$ cat config.mk
export PLATFORM = sky130hd
export DESIGN_NAME = ready_valid_register
export DESIGN_NICKNAME = d
export VERILOG_FILES = /design/src/rtl/ready_valid_register.sv
export SDC_FILE = /design/constraint.sdc
export NUM_CORES = 1
export LEC_CHECK = 0
export BUFFER_PORTS_ARGS = -buffer_cell sky130_fd_sc_hd__clkbuf_2
export CORE_MARGIN = 8
export CORE_UTILIZATION = 46
export DETAILED_ROUTE_END_ITERATION = 6
export PLACE_DENSITY_LB_ADDON = 0.3
export SLEW_MARGIN = 25
export SYNTH_ARGS = -nofsm -noshare
export SYNTH_HDL_FRONTEND = slang
export SYNTH_SLANG_ARGS = --single-unit
$ cat constraint.sdc
create_clock -name clk -period 1.8 [get_ports clk]
set_clock_uncertainty 0.05 [all_clocks]
set_input_delay 0 -clock clk [delete_from_list [all_inputs] [get_ports clk]]
set_output_delay 0 -clock clk [all_outputs]
set_load 0.005 [all_outputs]
$ cat src/rtl/ready_valid_register.sv
// ready_valid_register: single-stage valid/ready pipeline register with a one-entry skid slot.
// Cuts the forward path (out_valid/out_data) and the backward path (in_ready) with flops.
// Ports: clk, rst (async, active-low), in_valid/in_ready/in_data upstream,
//        out_valid/out_ready/out_data downstream. WIDTH sets the data width.
// Define READY_VALID_REGISTER_ASSERTIONS_EN to compile in protocol assertions.
module ready_valid_register #(
    parameter int WIDTH = 8
) (
    input  logic             clk,
    input  logic             rst,
    input  logic             in_valid,
    output logic             in_ready,
    input  logic [WIDTH-1:0] in_data,
    output logic             out_valid,
    input  logic             out_ready,
    output logic [WIDTH-1:0] out_data
);
    // Encoding chosen so bit 0 is in_ready and bit 1 is out_valid: both outputs come straight off flops.
    typedef enum logic [1:0] {
        EMPTY = 2'b01,
        BUSY  = 2'b11,
        FULL  = 2'b10
    } state_t;

    state_t           state_q, state_d;
    logic [WIDTH-1:0] main_q, main_d;
    logic [WIDTH-1:0] skid_q, skid_d;

    assign in_ready  = state_q[0];
    assign out_valid = state_q[1];
    assign out_data  = main_q;

    always_comb begin
        state_d = state_q;
        main_d  = main_q;
        skid_d  = skid_q;
        case (state_q)
            EMPTY: if (in_valid) begin
                main_d  = in_data;
                state_d = BUSY;
            end
            BUSY: if (in_valid && out_ready) begin
                main_d = in_data;
            end else if (in_valid) begin
                // Stalled accept: in_ready is still 1 this cycle, so the word lands in the skid slot.
                skid_d  = in_data;
                state_d = FULL;
            end else if (out_ready) begin
                state_d = EMPTY;
            end
            FULL: if (out_ready) begin
                main_d  = skid_q;
                state_d = BUSY;
            end
            default: state_d = EMPTY;
        endcase
    end

    always_ff @(posedge clk or negedge rst) begin
        if (!rst) begin
            state_q <= EMPTY;
            main_q  <= '0;
            skid_q  <= '0;
        end else begin
            state_q <= state_d;
            main_q  <= main_d;
            skid_q  <= skid_d;
        end
    end

`ifdef READY_VALID_REGISTER_ASSERTIONS_EN
    a_out_stable: assert property (@(posedge clk) disable iff (!rst)
        out_valid && !out_ready |=> out_valid && $stable(out_data));
    a_ready_known: assert property (@(posedge clk) disable iff (!rst)
        !in_ready |-> $past(in_ready) || $past(!in_ready));
    a_ready_fall: assert property (@(posedge clk) disable iff (!rst)
        $rose(!in_ready) |-> $past(in_valid && !out_ready));
    // FULL is !in_ready, EMPTY is !out_valid.
    a_full_empty_excl: assert property (@(posedge clk) disable iff (!rst)
        !(!in_ready && !out_valid));
`endif
endmodule

==> Word level (Yosys, flattened, before mapping) <==
Cells that the tools add are included.
{ "classes": {"n_mux": 10, "n_bitwise": 1, "eq_ne": 8, "reduce_logical": 5} }
{ "op_table": {"columns": ["operator", "count"], "rows": [
  ["$mux W8", 3],
  ["$pmux W8 S3", 1],
  ["$mux W2", 5],
  ["$ne A2 B2 Y1 const B", 4],
  ["$reduce_and A4 Y1", 2],
  ["$pmux W2 S3", 1],
  ["$eq A2 B2 Y1 const B", 2],
  ["$ne A3 B3 Y1 const B", 1],
  ["$reduce_and A3 Y1", 1],
  ["$reduce_bool A3 Y1", 1],
  ["$eq A2 B1 Y1 const B", 1],
  ["$logic_and A1 B1 Y1", 1],
  ["$not A1 Y1", 1]
]} }
{ "word_totals": {"inputBits": 12, "register_bits": 18, "wordCells": 27, "output_inout_bits": 10} }

==> Logic depth before layout (Yosys ltp) <==
{ "depth": {"word_depth": 4, "depth_mapped": 8, "depth_no_buf": 6} }

==> Worst setup path after synthesis <==
OpenSTA, ideal clock, no wires.
{ "synth_path": {"path_type": "register to register", "start": "register state_q[0]", "end": "register main_q[1], in the netlist out_data[1]", "setup_time_ns": 0.073, "t_required_ns": 1.677, "t_arrival_ns": 1.855, "setup_slack_ns": -0.178, "n_path_buf": 2, "synth_period_minus_slack_ns": 1.978, "path_stages_with_launch": 9, "path_cell_list": "dfstp_2 inv_1 ha_1 buf_6 nor2b_1 a2111oi_4 buf_6 nor2_1 a21oi_2"} }
{ "synth_via": {"elab_chain_cells": 3, "elab_cells_between_ends": 9, "classes_between": "6 x eq/ne; 1 x mux; 2 x reduce/logical"} }
{ "synth_lines": {"columns": ["item", "line_no", "rtl"], "rows": [
  ["start: declaration", "25", "state_t state_q, state_d;"],
  ["start signal: assignment", "65", "state_q <= state_d;"],
  ["$eq A2 B2 Y1 / $eq A2 B1 Y1 (equally long branches)", "37", "case (state_q)"],
  ["$ne A2 B2 Y1 (no source line) / $reduce_bool A3 Y1 (equally long branches)", null, null],
  ["$reduce_and A4 Y1 (no source line)", null, null],
  ["end signal: assignment", "66", "main_q <= main_d;"],
  ["end: declaration", "26", "logic [WIDTH-1:0] main_q, main_d;"]
]} }
Parallel ways exist; a longest one is shown, timed or not.
A chain may end at the register's enable or synchronous reset.

==> Final worst setup path <==
Same ends and word-level chain as after synthesis.

==> impl_metrics.env <==
export IMPL_path_class="reg2reg"
export IMPL_drive_gt1_share_pct=50.0
export IMPL_grt_setup_unrepaired="yes"
export IMPL_clockRootBuffer="clkbuf_4"
export IMPL_path_max_fanout=8
export IMPL_outcome="finished, final reports clean"
export IMPL_core_area_um2=1900
export IMPL_grt_util_all_layers_pct=11.1
export IMPL_cp_start_kind="register"
export IMPL_power_leakage_nw=0.555
export IMPL_r2r_slack_ps=30
export IMPL_rows=16
export IMPL_power_density_nw_per_um2=1720
export IMPL_clkLatencyLatePin_ps=290
export IMPL_num_antenna_cells=0
export IMPL_antenna_found_initial=0
export IMPL_gp_congestion=0.802
export IMPL_cap_violations=0
export IMPL_drc=0
export IMPL_hp_class="in2reg"
export IMPL_grt_pass1_vias=701
export IMPL_cts_buffers=3
export IMPL_viasPerCell=4.97
export IMPL_seq_area_frac_synth_pct=50.2
export IMPL_die_h_um=60.2
export IMPL_syn_area_per_cell_um2=12.3
export IMPL_fp_dieArea_um2=3630
export IMPL_place_area_um2=1070
export IMPL_fin_crit_sh_pct=98.4
export IMPL_initial_utilization_pct=47.3
export IMPL_antenna_left=0
export IMPL_rr_endpoint="out_data[1]$_DFFE_PN0P_"
export IMPL_synth_net_count=90
export IMPL_yosysWarningCount=0
export IMPL_worstMarginPinSlew_ps=435
export IMPL_grt_start_max_net_pins=19
export IMPL_ir_drop_mv=0.863
export IMPL_wl_per_cell_um=13.3
export IMPL_ios=22
export IMPL_rr_startpoint="state_q[0]$_DFFE_PN1P_"
export IMPL_totalWireLength_um=1820
export IMPL_grt_overflow_total=0
export IMPL_clockBufferDepth=2
export IMPL_final_hold_violation_count=0
export IMPL_clkTransAtPathRegs_ps=110
export IMPL_synth_seq_cells=18
export IMPL_clkSinkCount=18
export IMPL_hold_path_endpoint="state_q[0]$_DFFE_PN1P_"
export IMPL_fin_area_um2=1240
export IMPL_cp_arrival_ps=1950
export IMPL_dpl_hpwl_um=1340
export IMPL_htreeDepth=1
export IMPL_min_period_ps=1770
export IMPL_hp_start="in_valid"
export IMPL_die_width_um=60.2
export IMPL_area_growth_syn_to_layout_pct=37.4
export IMPL_finalSetupViolations=0
export IMPL_reg2reg_depth=7
export IMPL_whs_path_depth=3
export IMPL_end_kind="register"
export IMPL_drt_iter0_markers=5
export IMPL_io_buffers=21
export IMPL_critical_path_required_ps=1980
export IMPL_fmax_mhz=564
export IMPL_fin_util_pct=65.0
export IMPL_final_cell_mix="21 x clkbuf_2, 16 x dfrtp_1, 9 x mux2i_1, 9 x mux2_2, 9 x dlygate4sd3_1"
export IMPL_netlist_area_um2=900
export IMPL_cts_tree="yes"
export IMPL_vias=681
export IMPL_dr_pass1_iters=3
export IMPL_synthCells=73
export IMPL_layout_commonest_cell="clkbuf_2"
export IMPL_fin_nets=128
export IMPL_relSlewSlack_pct=71.0
export IMPL_maxSlewViolCount=0
export IMPL_grt_pass1_wl_um=3000
export IMPL_synth_cell_types=17
-- critical path: stages (launching register included) --
cell and delay, ps:
dfstp_2 570, inv_2 60, ha_4 150, nor2b_4 130, a2111oi_4 390, buf_6 210
nor2_2 50, a21oi_2 90
-- sequential cells by signal, summed over array words and instances (netlist names) --
name and flops:
skid_q 8, out_data 8, state_q 2
-- logic make-up after synthesis --
family	after synthesis	synth area share [%]
AOI/OAI and AO/OA	15	12.4
adders and majority gates	5	6.95
buffers and inverters	6	4.17
DFF	18	50.2
muxes	18	21.3
and+or+nand+nor	11	5.01
-- synth_stat cells --
cell / count / area share (%)
a21oi_2: 2 / 1.9
a2111oi_4: 1 / 3.1
nor2_1: 9 / 3.8
mux2i_1: 9 / 10
nand3_1: 1 / 0.56
inv_1: 4 / 1.7
mux2_2: 9 / 11
a21oi_1: 8 / 4.5
a211oi_1: 1 / 0.83
buf_6: 2 / 2.5
dfrtp_1: 17 / 47
dfstp_2: 1 / 2.9
nor2b_1: 1 / 0.70
a21boi_1: 1 / 0.83
ha_1: 5 / 7.0
a31oi_1: 1 / 0.70
o21ai_0: 1 / 0.56
-- through the flow --
stage	hold slack, ps	total power (W)	TNS [ps]	instances	worst slack [ps]
after CTS	85.0	0.00203	0	136	23.5
after global routing	110	0.00229	-188	137	-27.9
after global placement	-82.8	0.00173	0	123	76.6
after detailed placement	-80.2	0.00177	0	123	46.7
final	94.4	0.00213	0	137	28.5
after floorplan	-346	0.00147	-14.1	73	-7.07
-- routing by layer --
layer	routed length, um	part of all wire [%]	global-route usage [%]
met5	0	0	0
met4	23	1.3	5.78
met3	73	4.0	3.01
met2	926	51	18.9
met1	791	44	12.0
-- what timing repair did --
action                                  CTS  global route
setup buffers                             0             1
gates resized for setup                   0            10
hold buffers                              9             0
hold endpoints to repair                 34             0
endpoints found under the setup margin    0             8
-- worst max-delay path by stage --
stage,from,to,slack (ps),cells past startpoint
6_report,state_q[0]$_DFFE_PN1P_,out_data[1]$_DFFE_PN0P_,30,7
5_1_grt,state_q[0]$_DFFE_PN1P_,out_data[3]$_DFFE_PN0P_,-30,7
4_1_cts,state_q[1]$_DFFE_PN0P_,out_data[3]$_DFFE_PN0P_,20,6
3_5_place_dp,state_q[1]$_DFFE_PN0P_,out_data[3]$_DFFE_PN0P_,50,6
3_3_place_gp,state_q[1]$_DFFE_PN0P_,out_data[3]$_DFFE_PN0P_,80,6
2_1_floorplan,state_q[0]$_DFFE_PN1P_,out_data[1]$_DFFE_PN0P_,-7,8
-- layout make-up --
| type | count | area (um^2) |
|---|---|---|
| tap | 27 | 33.8 |
| sequential | 18 | 453 |
| clock buffer | 4 | 36.3 |
| timing repair buffer | 35 | 240 |
| inverter | 4 | 15.0 |
| multi-input combinational | 49 | 458 |
| fill | 153 | 666 |
-- power by group --
| group | internal, W | total (W) | leakage (nW) | switching, W |
|---|---|---|---|---|
| Clock | 0.000123 | 0.000250 | 0.0210 | 0.000127 |
| Combinational | 0.000578 | 0.00110 | 0.327 | 0.000525 |
| Sequential | 0.000629 | 0.000774 | 0.207 | 0.000145 |
No activity file was read; power rests on OpenSTA's default activity.
